File: config.mk
export PLATFORM = sky130hd
export DESIGN_NAME = iob_responder
export DESIGN_NICKNAME = d
export VERILOG_FILES = /design/src/rtl/iob_responder.sv
export SDC_FILE = /design/constraint.sdc
export NUM_CORES = 1
export LEC_CHECK = 0
export CAP_MARGIN = 20
export CORE_ASPECT_RATIO = 1.4
export CORE_MARGIN = 2
export CORE_UTILIZATION = 43
export DETAILED_ROUTE_END_ITERATION = 10
export PLACE_DENSITY_LB_ADDON = 0.2
export SETUP_SLACK_MARGIN = 0.3
export SKIP_LAST_GASP = 1
export SLEW_MARGIN = 20
export SYNTH_ARGS = -nofsm -noshare
export SYNTH_HDL_FRONTEND = slang
export SYNTH_SLANG_ARGS = --single-unit
File: constraint.sdc
create_clock -name CLK_IOB -period 6.15 [get_ports CLK_IOB]
set_input_delay 0.9225 -clock CLK_IOB [delete_from_list [all_inputs] [get_ports CLK_IOB]]
set_output_delay 0.9225 -clock CLK_IOB [all_outputs]
set_load 0.03 [all_outputs]
File: src/rtl/iob_responder.sv
// 68000-style I/O bus target: DTACK scratch registers, VPA/E-clock peripheral window and
// nBERR termination of unmapped cycles, plus the free-running E clock generator.
module iob_responder #(
   parameter logic [3:0]  MEM_REGION = 4'h0,
   parameter logic [3:0]  VPA_REGION = 4'hE,
   parameter int unsigned DTACK_WS   = 2,
   parameter int unsigned TIMEOUT    = 63
) (
   input  logic        CLK_IOB,
   input  logic        RES,
   input  logic [23:1] A_IOB,
   input  logic        nAS_IOB,
   input  logic        nUDS_IOB,
   input  logic        nLDS_IOB,
   input  logic        nWE_IOB,
   input  logic        nVMA_IOB,
   input  logic [15:0] D_IN,
   output logic [15:0] D_OUT,
   output logic        D_OE,
   output logic        nDTACK_IOB,
   output logic        nVPA_IOB,
   output logic        nBERR_IOB,
   output logic        E_IOB
);

   localparam logic [7:0] WsCnt      = 8'(DTACK_WS);
   localparam logic [7:0] TimeoutCnt = 8'(TIMEOUT);

   typedef enum logic [2:0] {StIdle, StMem, StVpa, StBerr, StHold} state_e;

   state_e      state_q, state_d;
   logic [3:0]  idx_q, idx_d;
   logic        wr_q, wr_d;
   logic [7:0]  cnt_q, cnt_d, cnt_inc;
   logic        armed_q, armed_d;
   logic        rel_q, rel_d;
   logic [3:0]  ecnt_q, ecnt_d;
   logic        e_q, e_d;
   logic        dtack_n_q, dtack_n_d;
   logic        vpa_n_q, vpa_n_d;
   logic        berr_n_q, berr_n_d;
   logic [15:0] d_out_q, d_out_d;
   logic        d_oe_q, d_oe_d;
   logic [15:0] regs [16];
   logic        wen;
   logic        strobe;
   logic        unused_addr;

   assign unused_addr = ^A_IOB[19:5];
   assign strobe      = !nUDS_IOB || !nLDS_IOB;
   assign cnt_inc     = (cnt_q == 8'hFF) ? cnt_q : cnt_q + 8'd1;

   always_comb begin
      state_d   = state_q;
      idx_d     = idx_q;
      wr_d      = wr_q;
      cnt_d     = cnt_q;
      armed_d   = armed_q;
      rel_d     = rel_q;
      dtack_n_d = dtack_n_q;
      vpa_n_d   = vpa_n_q;
      berr_n_d  = berr_n_q;
      d_out_d   = d_out_q;
      d_oe_d    = d_oe_q;
      wen       = 1'b0;
      ecnt_d    = (ecnt_q == 4'd9) ? 4'd0 : ecnt_q + 4'd1;
      e_d       = (ecnt_d >= 4'd6);

      // A cycle may only start once nAS has been seen high since the last start or reset.
      if (nAS_IOB) begin
         armed_d = 1'b1;
      end

      unique case (state_q)
         StIdle: begin
            if (!nAS_IOB && armed_q) begin
               idx_d   = A_IOB[4:1];
               wr_d    = !nWE_IOB;
               cnt_d   = 8'd0;
               armed_d = 1'b0;
               if (A_IOB[23:20] == MEM_REGION) begin
                  state_d = StMem;
               end else if (A_IOB[23:20] == VPA_REGION) begin
                  state_d = StVpa;
               end else begin
                  state_d = StBerr;
               end
            end
         end
         StMem: begin
            if (nAS_IOB) begin
               state_d = StIdle;
               d_oe_d  = 1'b0;
            end else begin
               cnt_d = cnt_inc;
               if (!wr_q) begin
                  d_out_d = regs[idx_q];
                  d_oe_d  = 1'b1;
               end
               if (cnt_q >= WsCnt && strobe) begin
                  dtack_n_d = 1'b0;
                  wen       = wr_q;
                  state_d   = StHold;
               end else if (cnt_q >= TimeoutCnt) begin
                  berr_n_d = 1'b0;
                  d_oe_d   = 1'b0;
                  state_d  = StHold;
               end
            end
         end
         StVpa: begin
            if (nAS_IOB) begin
               state_d = StIdle;
               vpa_n_d = 1'b1;
               d_oe_d  = 1'b0;
            end else begin
               cnt_d   = cnt_inc;
               vpa_n_d = 1'b0;
               if (!wr_q) begin
                  d_out_d = regs[idx_q];
                  d_oe_d  = 1'b1;
               end
               // The transfer edge is the 9->0 wrap of ECNT, i.e. the falling edge of E.
               if (ecnt_q == 4'd9 && !nVMA_IOB) begin
                  wen     = wr_q;
                  state_d = StHold;
               end else if (cnt_q >= TimeoutCnt) begin
                  vpa_n_d  = 1'b1;
                  berr_n_d = 1'b0;
                  d_oe_d   = 1'b0;
                  state_d  = StHold;
               end
            end
         end
         StBerr: begin
            cnt_d = cnt_inc;
            if (cnt_q >= TimeoutCnt) begin
               berr_n_d = 1'b0;
               state_d  = StHold;
            end
         end
         StHold: begin
            if (rel_q) begin
               dtack_n_d = 1'b1;
               vpa_n_d   = 1'b1;
               berr_n_d  = 1'b1;
               d_oe_d    = 1'b0;
               rel_d     = 1'b0;
               state_d   = StIdle;
            end else if (nAS_IOB) begin
               rel_d = 1'b1;
            end
         end
         default: begin
            state_d = StIdle;
         end
      endcase
   end

   always_ff @(posedge CLK_IOB) begin
      if (RES) begin
         state_q   <= StIdle;
         idx_q     <= '0;
         wr_q      <= 1'b0;
         cnt_q     <= '0;
         armed_q   <= 1'b0;
         rel_q     <= 1'b0;
         ecnt_q    <= '0;
         e_q       <= 1'b0;
         dtack_n_q <= 1'b1;
         vpa_n_q   <= 1'b1;
         berr_n_q  <= 1'b1;
         d_out_q   <= '0;
         d_oe_q    <= 1'b0;
         for (int i = 0; i < 16; i++) begin
            regs[i] <= '0;
         end
      end else begin
         state_q   <= state_d;
         idx_q     <= idx_d;
         wr_q      <= wr_d;
         cnt_q     <= cnt_d;
         armed_q   <= armed_d;
         rel_q     <= rel_d;
         ecnt_q    <= ecnt_d;
         e_q       <= e_d;
         dtack_n_q <= dtack_n_d;
         vpa_n_q   <= vpa_n_d;
         berr_n_q  <= berr_n_d;
         d_out_q   <= d_out_d;
         d_oe_q    <= d_oe_d;
         if (wen) begin
            if (!nUDS_IOB) begin
               regs[idx_q][15:8] <= D_IN[15:8];
            end
            if (!nLDS_IOB) begin
               regs[idx_q][7:0] <= D_IN[7:0];
            end
         end
      end
   end

   assign D_OUT      = d_out_q;
   assign D_OE       = d_oe_q;
   assign nDTACK_IOB = dtack_n_q;
   assign nVPA_IOB   = vpa_n_q;
   assign nBERR_IOB  = berr_n_q;
   assign E_IOB      = e_q;

endmodule
==> impl_metrics.toml <==
[synth]
mappedNetlistNets = 1104
async_flop_share = 0
ys_ff_latch = 299
ys_warn_count = 0
ys.flop_type = "edfxtp_1"
synth_area_um2 = 14030
synthCells = 1056
synth_edf_count = 256
ys_types = 63
syn_avg_cell_area_um2 = 13.29
yosysSeqAreaShare = 0.6092

[routing]
vias = 9251
drt_wl_total_mm = 39.06
viasPerCell = 6.042
drcViolationCount = 0
ant_nets = 0
dr.pass1.iters = 8
wl_per_cell_um = 25.51
drt_iter0_markers = 767

[floorplanning]
die_w_um = 156.7
dieHeight_um = 217.7
io_pins = 67
fp.coreArea_um2 = 32300
rows = 78
start_util = 0.4344
die-area_um2 = 34110

[global_route]
track_usage = 0.2335
grt_pass1_wl_mm = 58.71
grt_pass1_vias = 9444
overflow = 0
grt_max_degree = 61
antenna_found_initial = 0

[min_path]
min_to = "nDTACK_IOB"
min-delay-path-class = "reg -> reg"
hold_start = "nDTACK_IOB"
min_delay_path_depth = 2

[clocking]
numCtsBuffers = 31
cts_sinks = 299
cts_hold_buffers = 0
cts_tree = "done"
ctsResizeCount = 0
cts_htree_levels = 1
cts_setup_buffers = 0
clk_path_buf_depth = 3
clkTransAtPathRegs_ps = 60
root_buffer = "clkbuf_16"
insertion_delay_ps = 570

[sta]
period_minus_slack_ps = 3593
setup_viol = 0
finalCritPeriodShare = 0.5842
rsz0062_at_grt = "false"
slew_violations = 0
fin_skew_ps = 9.253
tightest_slew_ps = 1040
fmax_mhz = 278.3
timing.hold.ws_ps = 476.9
finalHoldViolations = 0
fin_tns_setup_ps = 0
slew_headroom = 0.3046

[worst_setup_path]
start_kind = "flip-flop"
worst-path-max-fanout = 38
required_ps = 6370
r2r.worst_path.cells = 5
reg2reg_to = "regs[3][12]"
rr_startpoint = "idx_q[0]"
reg2reg_setup_slack_ps = 2560
endpoint_kind = "flip-flop"
worst-setup-path-type = "reg -> reg"
arrival_ps = 3810

[power_and_ir_drop]
power_frac_comb = 0.061
power.leakage_uw = 0.005511
vdd_drop_max_mv = 0.2358
seqPwrFrac = 0.511
netSwitchingFraction = 0.2271
power_density_nw_per_um2 = 281.9
clockPowerShare = 0.428
p_sw_uw = 1018
cell_internal_pwr_uw = 3462

[status]
outcome = "finished clean"

[cells_and_area]
area_delta_synth_final_pct = 13.25
fillCellCount = 2805
nets = 1115
n_antenna_cell = 0
stdcell_count = 1531
multi_input_area_um2 = 4995
seq_area_um2 = 8557
drive_above_1_share = 0.1696

[placement]
place.gp.congestion = 0.8061
place_inst = 1474
io_buffers = 51
dpl.hpwl_mm = 25.12

[job]
cap_violations = 0
## routing by layer
layer	vias to the layer above	wire length [um]	track usage
met2	334	20080	0.4110
met5	-	0	0
li1	4176	-	-
met4	0	1726	0.1064
met1	4659	15280	0.2876
met3	82	1972	0.02623
## synth_stat cells, types with 23 or more instances
cell type	number	area (um2)
a21o_1	25	187.7
a21oi_1	38	190.2
and3_1	86	538.0
buf_2	31	155.2
clkbuf_1	40	150.1
dfxtp_1	43	860.8
edfxtp_1	256	7687
inv_1	25	93.84
mux4_2	64	1441
nand2_1	75	281.5
nor3_1	160	800.8
nor4_1	23	143.9
## cell families after synthesis
group	after synthesis	synth area share
fa+ha+maj	2	0.001783
mux	83	0.1178
flops	299	0.6092
compound gates	125	0.06759
xor+xnor	2	0.001249
simple gates	428	0.1651
buf+inv	117	0.03727
## metrics by stage
step | power, uW | worst slack [ps] | util | instance area [um2]
final | 4480 | 2557 | 0.4919 | 15890
after global routing | 4595 | 2374 | 0.4919 | 15890
after CTS | 4504 | 2533 | 0.4919 | 15890
after detailed placement | 2607 | 2111 | 0.4599 | 14860
after global placement | 2603 | 2168 | 0.4597 | 14850
after floorplan | 2485 | 3557 | - | 14030
## registers in the layout, indices dropped and copies added, names as in the netlist
signal      cells
rel_q           1
ecnt_q          4
D_OUT          16
E_IOB           1
wr_q            1
regs          256
state_q         3
nVPA_IOB        1
nDTACK_IOB      1
cnt_q           8
armed_q         1
nBERR_IOB       1
idx_q           4
D_OE            1
## worst max-delay path by stage
stage	start	endpoint	slack, ps	depth (start not counted)
2_1_floorplan	nAS_IOB	regs[5][0]	3560	6
3_3_place_gp	nAS_IOB	regs[4][15]	2170	5
3_5_place_dp	nAS_IOB	regs[0][12]	2110	5
4_1_cts	idx_q[0]	regs[3][15]	2530	5
5_1_grt	idx_q[0]	regs[11][7]	2370	5
6_report	idx_q[0]	regs[3][12]	2560	5
## layout make-up
type / instances / area share
multi-input combinational: 640 / 0.3143
inverter: 25 / 0.005905
clock buffer: 36 / 0.05267
sequential: 299 / 0.5385
clock inverter: 21 / 0.01244
tap: 440 / 0.03464
timing repair buffer: 70 / 0.04157
## layout by cell type, fill, tap and decap left out, types with 3 or more instances in the layout
cell,count
inv_1,25
bufinv_16,3
a31o_2,9
buf_4,18
clkbuf_1,3
nand2_1,75
clkinvlp_4,3
nand3_1,4
dfxtp_1,40
mux4_2,64
nand4_1,4
or4_1,5
clkbuf_16,33
clkinv_2,9
a21o_1,25
mux2_2,17
o31ai_1,4
and3_1,86
or2_2,3
a211oi_1,4
nor4_1,23
o21bai_1,3
o41ai_1,3
a221o_1,16
nor3_1,159
clkdlybuf4s50_1,50
nor3b_1,4
a21oi_1,37
nor2b_1,5
edfxtp_1,256
nor2_1,13
or3_1,6
nand2b_1,22
o21ai_0,5
## power groups by stage
stage / clock network, uW / logic, uW / registers [uW]
global route: 2010 / 289 / 2300
global placement: 0 / 272 / 2330
floorplan: 0 / 164 / 2320
CTS: 1940 / 274 / 2290
detailed placement: 0 / 273 / 2330
finish: 1920 / 272 / 2290
## worst max-delay path, cell delays in order, from the launching register on
cell      delay (ps)
dfxtp_2          640
buf_4            500
nand3_1          830
a211oi_2         420
buf_4            380
a21o_1           430
No activity file was read; power rests on OpenSTA's default activity.
